===== config.mk =====
export PLATFORM = sky130hd
export DESIGN_NAME = mem_line_controller
export DESIGN_NICKNAME = d
export VERILOG_FILES = /design/src/rtl/mem_pkg.sv /design/src/rtl/mem_beat_buffer.sv /design/src/rtl/mem_line_controller.sv
export SDC_FILE = /design/constraint.sdc
export NUM_CORES = 2
export LEC_CHECK = 0
export CORE_AREA = 2 2 550 552
export DETAILED_ROUTE_END_ITERATION = 6
export DIE_AREA = 0 0 552 554
export SETUP_SLACK_MARGIN = 0.02
export SLEW_MARGIN = 25
export SYNTH_ARGS = -nofsm -noshare
export SYNTH_HDL_FRONTEND = slang
export SYNTH_HIERARCHICAL = 1
export SYNTH_SLANG_ARGS = --single-unit

===== constraint.sdc =====
create_clock -name clk -period 8.55 [get_ports clk]
set_input_delay 1.2825 -clock clk [delete_from_list [all_inputs] [get_ports clk]]
set_output_delay 1.2825 -clock clk [all_outputs]
set_load 0.1 [all_outputs]

===== src/rtl/mem_pkg.sv =====
// Shared types and sizing for the memory line controller.
package mem_pkg;

  localparam int ADDR_W_DEFAULT = 64;
  localparam int LINE_W_DEFAULT = 512;
  localparam int BUS_W_DEFAULT  = 64;
  localparam int LINE_OFFSET_W  = 6;

  typedef enum logic [2:0] {
    ST_IDLE  = 3'd0,
    ST_REQ   = 3'd1,
    ST_WDATA = 3'd2,
    ST_RDATA = 3'd3,
    ST_DONE  = 3'd4
  } mem_state_t;

endpackage


===== src/rtl/mem_beat_buffer.sv =====
// Line-wide holding register: whole-line load, per-beat fill from the bus, per-beat drain mux.
module mem_beat_buffer #(
  parameter int LINE_W = 512,
  parameter int BUS_W  = 64,
  parameter int IDX_W  = 3
) (
  input  logic              clk,
  input  logic              rst,
  input  logic              load,
  input  logic [LINE_W-1:0] load_line,
  input  logic              wr_en,
  input  logic [IDX_W-1:0]  wr_idx,
  input  logic [BUS_W-1:0]  wr_beat,
  input  logic [IDX_W-1:0]  rd_idx,
  output logic [BUS_W-1:0]  rd_beat,
  output logic [LINE_W-1:0] fill_line
);

  logic [LINE_W-1:0] line_r;

  // Current line with the incoming beat merged, so the final beat is visible in the same cycle.
  always_comb begin
    fill_line = line_r;
    if (wr_en) begin
      fill_line[int'(wr_idx) * BUS_W +: BUS_W] = wr_beat;
    end else begin
      fill_line = line_r;
    end
  end

  // Line storage.
  always_ff @(posedge clk or negedge rst) begin
    if (!rst) begin
      line_r <= '0;
    end else if (load) begin
      line_r <= load_line;
    end else if (wr_en) begin
      line_r <= fill_line;
    end else begin
      line_r <= line_r;
    end
  end

  assign rd_beat = line_r[int'(rd_idx) * BUS_W +: BUS_W];

endmodule


===== src/rtl/mem_line_controller.sv =====
// Runs one cache-line request as an 8-beat bus burst and forwards bus snoops as invalidate pulses.
module mem_line_controller
  import mem_pkg::*;
#(
  parameter int ADDR_W = ADDR_W_DEFAULT,
  parameter int LINE_W = LINE_W_DEFAULT,
  parameter int BUS_W  = BUS_W_DEFAULT
) (
  input  logic              clk,
  input  logic              rst,
  input  logic              mem_req,
  input  logic [ADDR_W-1:0] mem_address,
  input  logic              mem_wr_en,
  input  logic [LINE_W-1:0] mem_data_in,
  output logic [LINE_W-1:0] data_from_mem,
  output logic              mem_data_valid,
  output logic              invalidate_cache,
  output logic [ADDR_W-1:0] invalidate_cache_addr,
  output logic              bus_req_valid,
  input  logic              bus_req_ready,
  output logic [ADDR_W-1:0] bus_req_addr,
  output logic              bus_req_write,
  output logic [BUS_W-1:0]  bus_wdata,
  output logic              bus_wdata_valid,
  input  logic              bus_wdata_ready,
  input  logic [BUS_W-1:0]  bus_rdata,
  input  logic              bus_rdata_valid,
  input  logic              bus_snoop_valid,
  input  logic [ADDR_W-1:0] bus_snoop_addr
);

  localparam int BEATS = LINE_W / BUS_W;
  localparam int IDX_W = $clog2(BEATS);
  localparam logic [IDX_W-1:0] LAST_BEAT = IDX_W'(BEATS - 1);

  mem_state_t        state_r;
  logic [IDX_W-1:0]  beat_cnt_r;
  logic              buf_load_s;
  logic              buf_wr_s;
  logic [IDX_W-1:0]  rd_idx_s;
  logic [BUS_W-1:0]  rd_beat_s;
  logic [LINE_W-1:0] fill_line_s;
  logic              unused_offset_bits;

  assign unused_offset_bits = ^{mem_address[LINE_OFFSET_W-1:0], bus_snoop_addr[LINE_OFFSET_W-1:0]};

  // Buffer controls; the drain index looks one beat ahead so bus_wdata can be registered.
  always_comb begin
    buf_load_s = 1'b0;
    buf_wr_s   = 1'b0;
    rd_idx_s   = '0;
    if (state_r == ST_IDLE) begin
      buf_load_s = mem_req;
    end else if (state_r == ST_RDATA) begin
      buf_wr_s = bus_rdata_valid;
    end else if (state_r == ST_WDATA) begin
      rd_idx_s = beat_cnt_r + IDX_W'(1'b1);
    end else begin
      rd_idx_s = '0;
    end
  end

  mem_beat_buffer #(
    .LINE_W(LINE_W),
    .BUS_W (BUS_W),
    .IDX_W (IDX_W)
  ) u_buf (
    .clk      (clk),
    .rst      (rst),
    .load     (buf_load_s),
    .load_line(mem_data_in),
    .wr_en    (buf_wr_s),
    .wr_idx   (beat_cnt_r),
    .wr_beat  (bus_rdata),
    .rd_idx   (rd_idx_s),
    .rd_beat  (rd_beat_s),
    .fill_line(fill_line_s)
  );

  // Request FSM with beat counter and registered bus/arbiter outputs.
  always_ff @(posedge clk or negedge rst) begin
    if (!rst) begin
      state_r         <= ST_IDLE;
      beat_cnt_r      <= '0;
      data_from_mem   <= '0;
      mem_data_valid  <= 1'b0;
      bus_req_valid   <= 1'b0;
      bus_req_addr    <= '0;
      bus_req_write   <= 1'b0;
      bus_wdata       <= '0;
      bus_wdata_valid <= 1'b0;
    end else begin
      mem_data_valid <= 1'b0;
      case (state_r)
        ST_IDLE: begin
          if (mem_req) begin
            bus_req_addr  <= {mem_address[ADDR_W-1:LINE_OFFSET_W], {LINE_OFFSET_W{1'b0}}};
            bus_req_write <= mem_wr_en;
            bus_req_valid <= 1'b1;
            state_r       <= ST_REQ;
          end
        end
        ST_REQ: begin
          if (bus_req_ready) begin
            bus_req_valid <= 1'b0;
            beat_cnt_r    <= '0;
            if (bus_req_write) begin
              bus_wdata_valid <= 1'b1;
              bus_wdata       <= rd_beat_s;
              state_r         <= ST_WDATA;
            end else begin
              state_r <= ST_RDATA;
            end
          end
        end
        ST_WDATA: begin
          if (bus_wdata_ready) begin
            if (beat_cnt_r == LAST_BEAT) begin
              bus_wdata_valid <= 1'b0;
              mem_data_valid  <= 1'b1;
              data_from_mem   <= fill_line_s;
              state_r         <= ST_DONE;
            end else begin
              beat_cnt_r <= beat_cnt_r + IDX_W'(1'b1);
              bus_wdata  <= rd_beat_s;
            end
          end
        end
        ST_RDATA: begin
          if (bus_rdata_valid) begin
            if (beat_cnt_r == LAST_BEAT) begin
              mem_data_valid <= 1'b1;
              data_from_mem  <= fill_line_s;
              state_r        <= ST_DONE;
            end else begin
              beat_cnt_r <= beat_cnt_r + IDX_W'(1'b1);
            end
          end
        end
        ST_DONE: begin
          state_r <= ST_IDLE;
        end
        default: begin
          state_r         <= ST_IDLE;
          bus_req_valid   <= 1'b0;
          bus_wdata_valid <= 1'b0;
        end
      endcase
    end
  end

  // Snoop forwarding, independent of the request FSM.
  always_ff @(posedge clk or negedge rst) begin
    if (!rst) begin
      invalidate_cache      <= 1'b0;
      invalidate_cache_addr <= '0;
    end else begin
      invalidate_cache <= bus_snoop_valid;
      if (bus_snoop_valid) begin
        invalidate_cache_addr <= {bus_snoop_addr[ADDR_W-1:LINE_OFFSET_W], {LINE_OFFSET_W{1'b0}}};
      end else begin
        invalidate_cache_addr <= invalidate_cache_addr;
      end
    end
  end

endmodule


After elaboration in Yosys (flattened, before gate mapping)
Index checks and enable logic that the tools add are counted.

cells by class
  bitwise logic cells = 2
  mux-type cells = 43
  equality and inequality tests = 12
  shift operators = 3
  add/subtract/negate cells = 2
  reduce and logical (&&, ||, !) cells = 14

operator list
  operator                                                                   count
  512-bit 2-to-1 mux                                                         6
  512-bit case mux with 2 select lines                                       1
  512-bit bitwise mux                                                        1
  64-bit by 33-bit variable shift with 512-bit output, first input constant  1
  512-bit by 10-bit indexed part select with 64-bit output                   1
  64-bit by 33-bit indexed part select with 512-bit output                   1
  64-bit 2-to-1 mux                                                          4
  64-bit case mux with 2 select lines                                        1
  3-bit 2-to-1 mux                                                           12
  9-bit negation with 33-bit output                                          1
  1-bit 2-to-1 mux                                                           13
  2-bit inequality test, second input constant                               6
  3-bit case mux with 4 select lines                                         1
  5-bit AND reduction                                                        2
  3-bit case mux with 3 select lines                                         1
  4-bit AND reduction                                                        2
  3-bit by 2-bit equality test with 1-bit output, second input constant      2
  3-bit equality test, second input constant                                 2
  1-bit case mux with 3 select lines                                         2
  3-bit AND reduction                                                        2
  2-bit nonzero test                                                         3
  3-bit OR reduction                                                         2
  3-bit by 1-bit adder with 3-bit output, second input constant              1
  3-bit by 1-bit equality test with 1-bit output, second input constant      1
  other kinds (6)                                                            7

storage, ports and cells
  input port bits = 712
  flip-flop bits (word level) = 1215

Depth between registers and ports, before layout
  depth after elaboration = 8
  gate-level depth with buffers = 13

Modules after synthesis
Netlist, hierarchy kept.

modules (own cells, without submodules)
  module               cells an instance  instances  area an instance (um^2)
  mem_beat_buffer      4191               1          37473.4
  mem_line_controller  1528               1          26389.1

Least setup slack after synthesis
No wires, ideal clock.

  path type = reg-to-reg
  from = register beat_cnt_r[0]
  to = register data_from_mem[438]
  path buffers = 5
  slack = 4954 ps
  library setup time = 128 ps
  cell stages (with the launch flop) = 13
  arrival = 3468 ps
  cells stage by stage = dfrtp_1 -> buf_2 -> clkbuf_1 -> buf_1 -> inv_1 -> ha_1 -> ha_1 -> or3b_1 -> buf_6 -> nor3_4 -> buf_4 -> mux2_2 -> mux2_1

on the way
  longest elaborated chain between the ends = 7
  elaborated cells between the ends (all ways) = 10
  classes of those cells = add/sub: 1; eq/ne: 1; shift: 2; mux: 6

ends and longest elaborated chain
  element                                                                                                                                 line                                                    source
  from (decl)                                                                                                                             mem_line_controller.sv:37                               logic [IDX_W-1:0] beat_cnt_r;
  from (signal assigned)                                                                                                                  mem_line_controller.sv:124                              beat_cnt_r <= beat_cnt_r + IDX_W'(1'b1);
  from (signal assigned)                                                                                                                  mem_line_controller.sv:136                              beat_cnt_r <= beat_cnt_r + IDX_W'(1'b1);
  9-bit negation with 33-bit output (*)                                                                                                   mem_beat_buffer.sv:25                                   fill_line[int'(wr_idx) * BUS_W +: BUS_W] = wr_beat;
  64-bit by 33-bit indexed part select with 512-bit output / 64-bit by 33-bit variable shift with 512-bit output (equally long branches)  mem_beat_buffer.sv:25
  512-bit bitwise mux (*)                                                                                                                 mem_beat_buffer.sv:25
  512-bit 2-to-1 mux (*)                                                                                                                  mem_beat_buffer.sv:24                                   if (wr_en) begin
  via fill_line_s[438]                                                                                                                    mem_line_controller.sv:42                               logic [LINE_W-1:0] fill_line_s;
  512-bit 2-to-1 mux (*)                                                                                                                  mem_line_controller.sv:118, mem_line_controller.sv:131
  512-bit 2-to-1 mux, on equally long branches                                                                                            mem_line_controller.sv:130, mem_line_controller.sv:117
  512-bit case mux with 2 select lines (*)                                                                                                mem_line_controller.sv:94                               case (state_r)
  to (signal assigned)                                                                                                                    mem_line_controller.sv:121                              data_from_mem <= fill_line_s;
  to (signal assigned)                                                                                                                    mem_line_controller.sv:133                              data_from_mem <= fill_line_s;
  to (decl)                                                                                                                               mem_line_controller.sv:15                               output logic [LINE_W-1:0] data_from_mem,

Mark *: on every way through the listed nets, which the timed path passes. The rest lies on a longest branch. The select of a mux whose other input is x is not followed.
A chain may end at the register's enable or synchronous reset.

Final worst setup path
  from = register beat_cnt_r[0]
  to = register data_from_mem[171]

Same word-level chain as after synthesis.

==> impl_metrics.yaml <==
grt:
  first_global_vias: 57600
  grt_util_all_layers: 0.236
  overflow: 0
  grt_pass1_wl_mm: 507
  grt.busiest_layer: "met2"
  met1_usage: 0.295
  grtUsageMet2: 0.356
  grt_max_degree: 170
  antenna_found_initial: 167
  globalRouteMet3Util: 0.0860
timing:
  rsz0062_at_grt: "no"
  slew_viol_final: 0
  fin_crit_sh: 0.599
  tns_ns: 0
  slew_headroom: 0.226
  worst_slew_pin_slew_ns: 1.16
  hold_viol: 0
  clock_skew_ns: 0.0532
  setup_viol: 0
  post-route-min-period_ns: 5.12
  max_freq_ghz: 0.195
  whs_ns: 0.445
synth:
  async_reset_ff_frac: 1.00
  synthSimpleGateAreaFrac: 0.120
  synthFlopType: "dfrtp_1"
  synth_top_family_by_area: "multiplexers"
  yosys.area_share.xor_xnor: 0
  ys_seq_area_frac: 0.476
  synthMuxAreaShare: 0.228
  synth_seq_cells: 1215
  synth_edf_count: 0
  avgSynthCellArea_sq_um: 11.2
  ys_warn_count: 6
  synth-compound-area-share: 0.126
  synthesis.area_sq_um: 63900
  synth_cells: 5719
  synthAdderAreaFrac: 0.000980
  yosysUniqueCellTypes: 53
routing:
  drc: 1
  finalWirelength_mm: 375
  postRouteAntennaNets: 0
  wl_per_cell_microns: 34.3
  drt-initial-drc-count: 7010
  dr.pass1.iters: 7
  vias: 58400
  vias_per_cell: 5.34
power_and_ir_drop:
  p_int_uw: 19100
  pwr-share-comb: 0.596
  p_seq_frac: 0.246
  leakage_uw: 0.0337
  p_sw_uw: 23400
  power.density_nw_per_um2: 493
  power.share.switching: 0.551
  clkPwrFrac: 0.159
  ir_worst_vdd_mv: 0.369
place:
  io_buffers: 1396
  globalplace.congestion: 0.934
  place_hpwl_mm: 273
critical_path:
  critPathRequiredTime_ns: 9.21
  critical_path_arrival_ns: 5.78
  crit_fanout: 53
  start_kind: "register"
  worstSetupPathType: "reg -> reg"
  crit_path_end_kind: "register"
clock_network:
  cts-resized-gates: 0
  insertion_delay_ns: 0.82
  cts_max_level: 4
  cts_hold_buffers: 0
  cts-root-buf: "clkbuf_16"
  cts_made_buffers: 155
  clk_pin_slew_ns: 0.06
  post-cts-setup-buffer-count: 0
  cts_buffer_depth: 4
  cts_tree: "yes"
  clock-sinks: 1215
die:
  core.rowCount: 201
  start_util: 0.213
  die_area_sq_um: 306000
  fp.dieW_microns: 552
  die_y_microns: 554
  coreArea_sq_um: 299000
  ios: 1421
flow_run:
  cap_violations: 0
hold_path:
  hp-class: "in -> async"
final_layout:
  layout-drive-gt1-share: 0.239
  fillers: 30800
  mostFrequentLayoutCell: "clkdlybuf4s50_1"
  area_growth_pct: 35.0
  layout_common_cells: "1232 x clkdlybuf4s50_1, 1214 x dfrtp_1, 978 x mux2_2"
  fin_nets: 7505
status:
  run_status: "finished, violations left"
  failed_checks: "design-rule violations"
[synth_stat cells, drive strengths merged, types with 128 or more instances]
library cell  number  area share
nor2             165      0.0098
mux2            1037        0.18
o311ai           290       0.040
buf              169       0.017
nor3b            259       0.031
o211ai           256       0.030
or3              156       0.015
a21oi            261       0.020
clkbuf           437       0.026
a31oi            153       0.015
dfrtp           1215        0.48
o21ai            241       0.019
mux4             128       0.045
nand2            319       0.019
nand3            281       0.022
[flip-flops by register name, summed over array words and instances (netlist names)]
signal and count:
invalidate_cache 1, data_from_mem 512, bus_req_addr 58, bus_req_valid 1
u_buf/line_r 512, invalidate_cache_addr 58, state_r 3, bus_wdata_valid 1
beat_cnt_r 3, bus_req_write 1, bus_wdata 64, mem_data_valid 1
[final cells by class]
type,instances,area (sq um),share of cell area
multi-input combinational,3804,30500,0.354
timing repair buffer,1507,14700,0.170
clock inverter,37,439,0.00509
clock buffer,234,4650,0.0539
inverter,105,402,0.00466
antenna,73,183,0.00212
sequential,1215,30400,0.353
tap,3958,4950,0.0574
[final timing paths]
kind,start,endpoint,slack [ns],cells after the start
max in group asynchronous,rst,data_from_mem[425],6.09,3
max reg2reg,beat_cnt_r[0],data_from_mem[171],3.43,9
max,beat_cnt_r[0],data_from_mem[171],3.43,9
min,rst,bus_req_addr[37],0.45,1
min in group clk,data_from_mem[59],data_from_mem[59],0.49,1
min reg2reg,data_from_mem[59],data_from_mem[59],0.49,1
[critical path, cell delays in order, from the launching register on]
cell and delay (ns):
dfrtp_4 0.78, inv_1 0.09, ha_1 0.59, nand2b_4 0.40, buf_4 0.48, nor3_4 0.35
buf_4 0.48, buf_4 0.69, mux2_2 0.42, mux2_2 0.26
[kinds of logic (layout without fill, tap and decap cells)]
| group | count (synthesis) | in the layout |
|---|---|---|
| AO/OA/AOI/OAI | 1212 | 1212 |
| multiplexers | 1167 | 1167 |
| adder cells (fa/ha/maj) | 5 | 5 |
| buffers and inverters | 711 | 1883 |
| other | 1 | 85 |
| flip-flops | 1215 | 1215 |
| AND/OR/NAND/NOR | 1408 | 1408 |
[metal layers]
| metal | routed length [microns] | vias up |
|---|---|---|
| met3 | 44200 | 831 |
| met4 | 19800 | 118 |
| met1 | 147000 | 29800 |
| met2 | 164000 | 3878 |
| li1 | - | 23700 |
| met5 | 828 | - |
[stage by stage]
stage	instance area, sq um	setup WS, ns	utilization	total power (uW)	cells
5_1_grt	86100	3.41	0.288	43900	10900
6_report	86200	3.43	0.288	42500	10900
2_1_floorplan	63900	4.95	-	27100	5730
4_1_cts	86100	3.63	0.288	42600	10900
3_5_place_dp	81000	3.10	0.271	35700	10600
3_3_place_gp	81200	3.18	0.271	35500	10600
[power by group through the flow]
| stage | registers, uW | logic (uW) | clock network, uW |
|---|---|---|---|
| floorplan | 19300 | 7820 | 0 |
| finish | 10400 | 25300 | 6760 |
| CTS | 10400 | 25300 | 6900 |
| global route | 10700 | 26100 | 7110 |
| global placement | 10400 | 25200 | 0 |
| detailed placement | 10400 | 25200 | 0 |
Power figures use the tool's default switching activity.
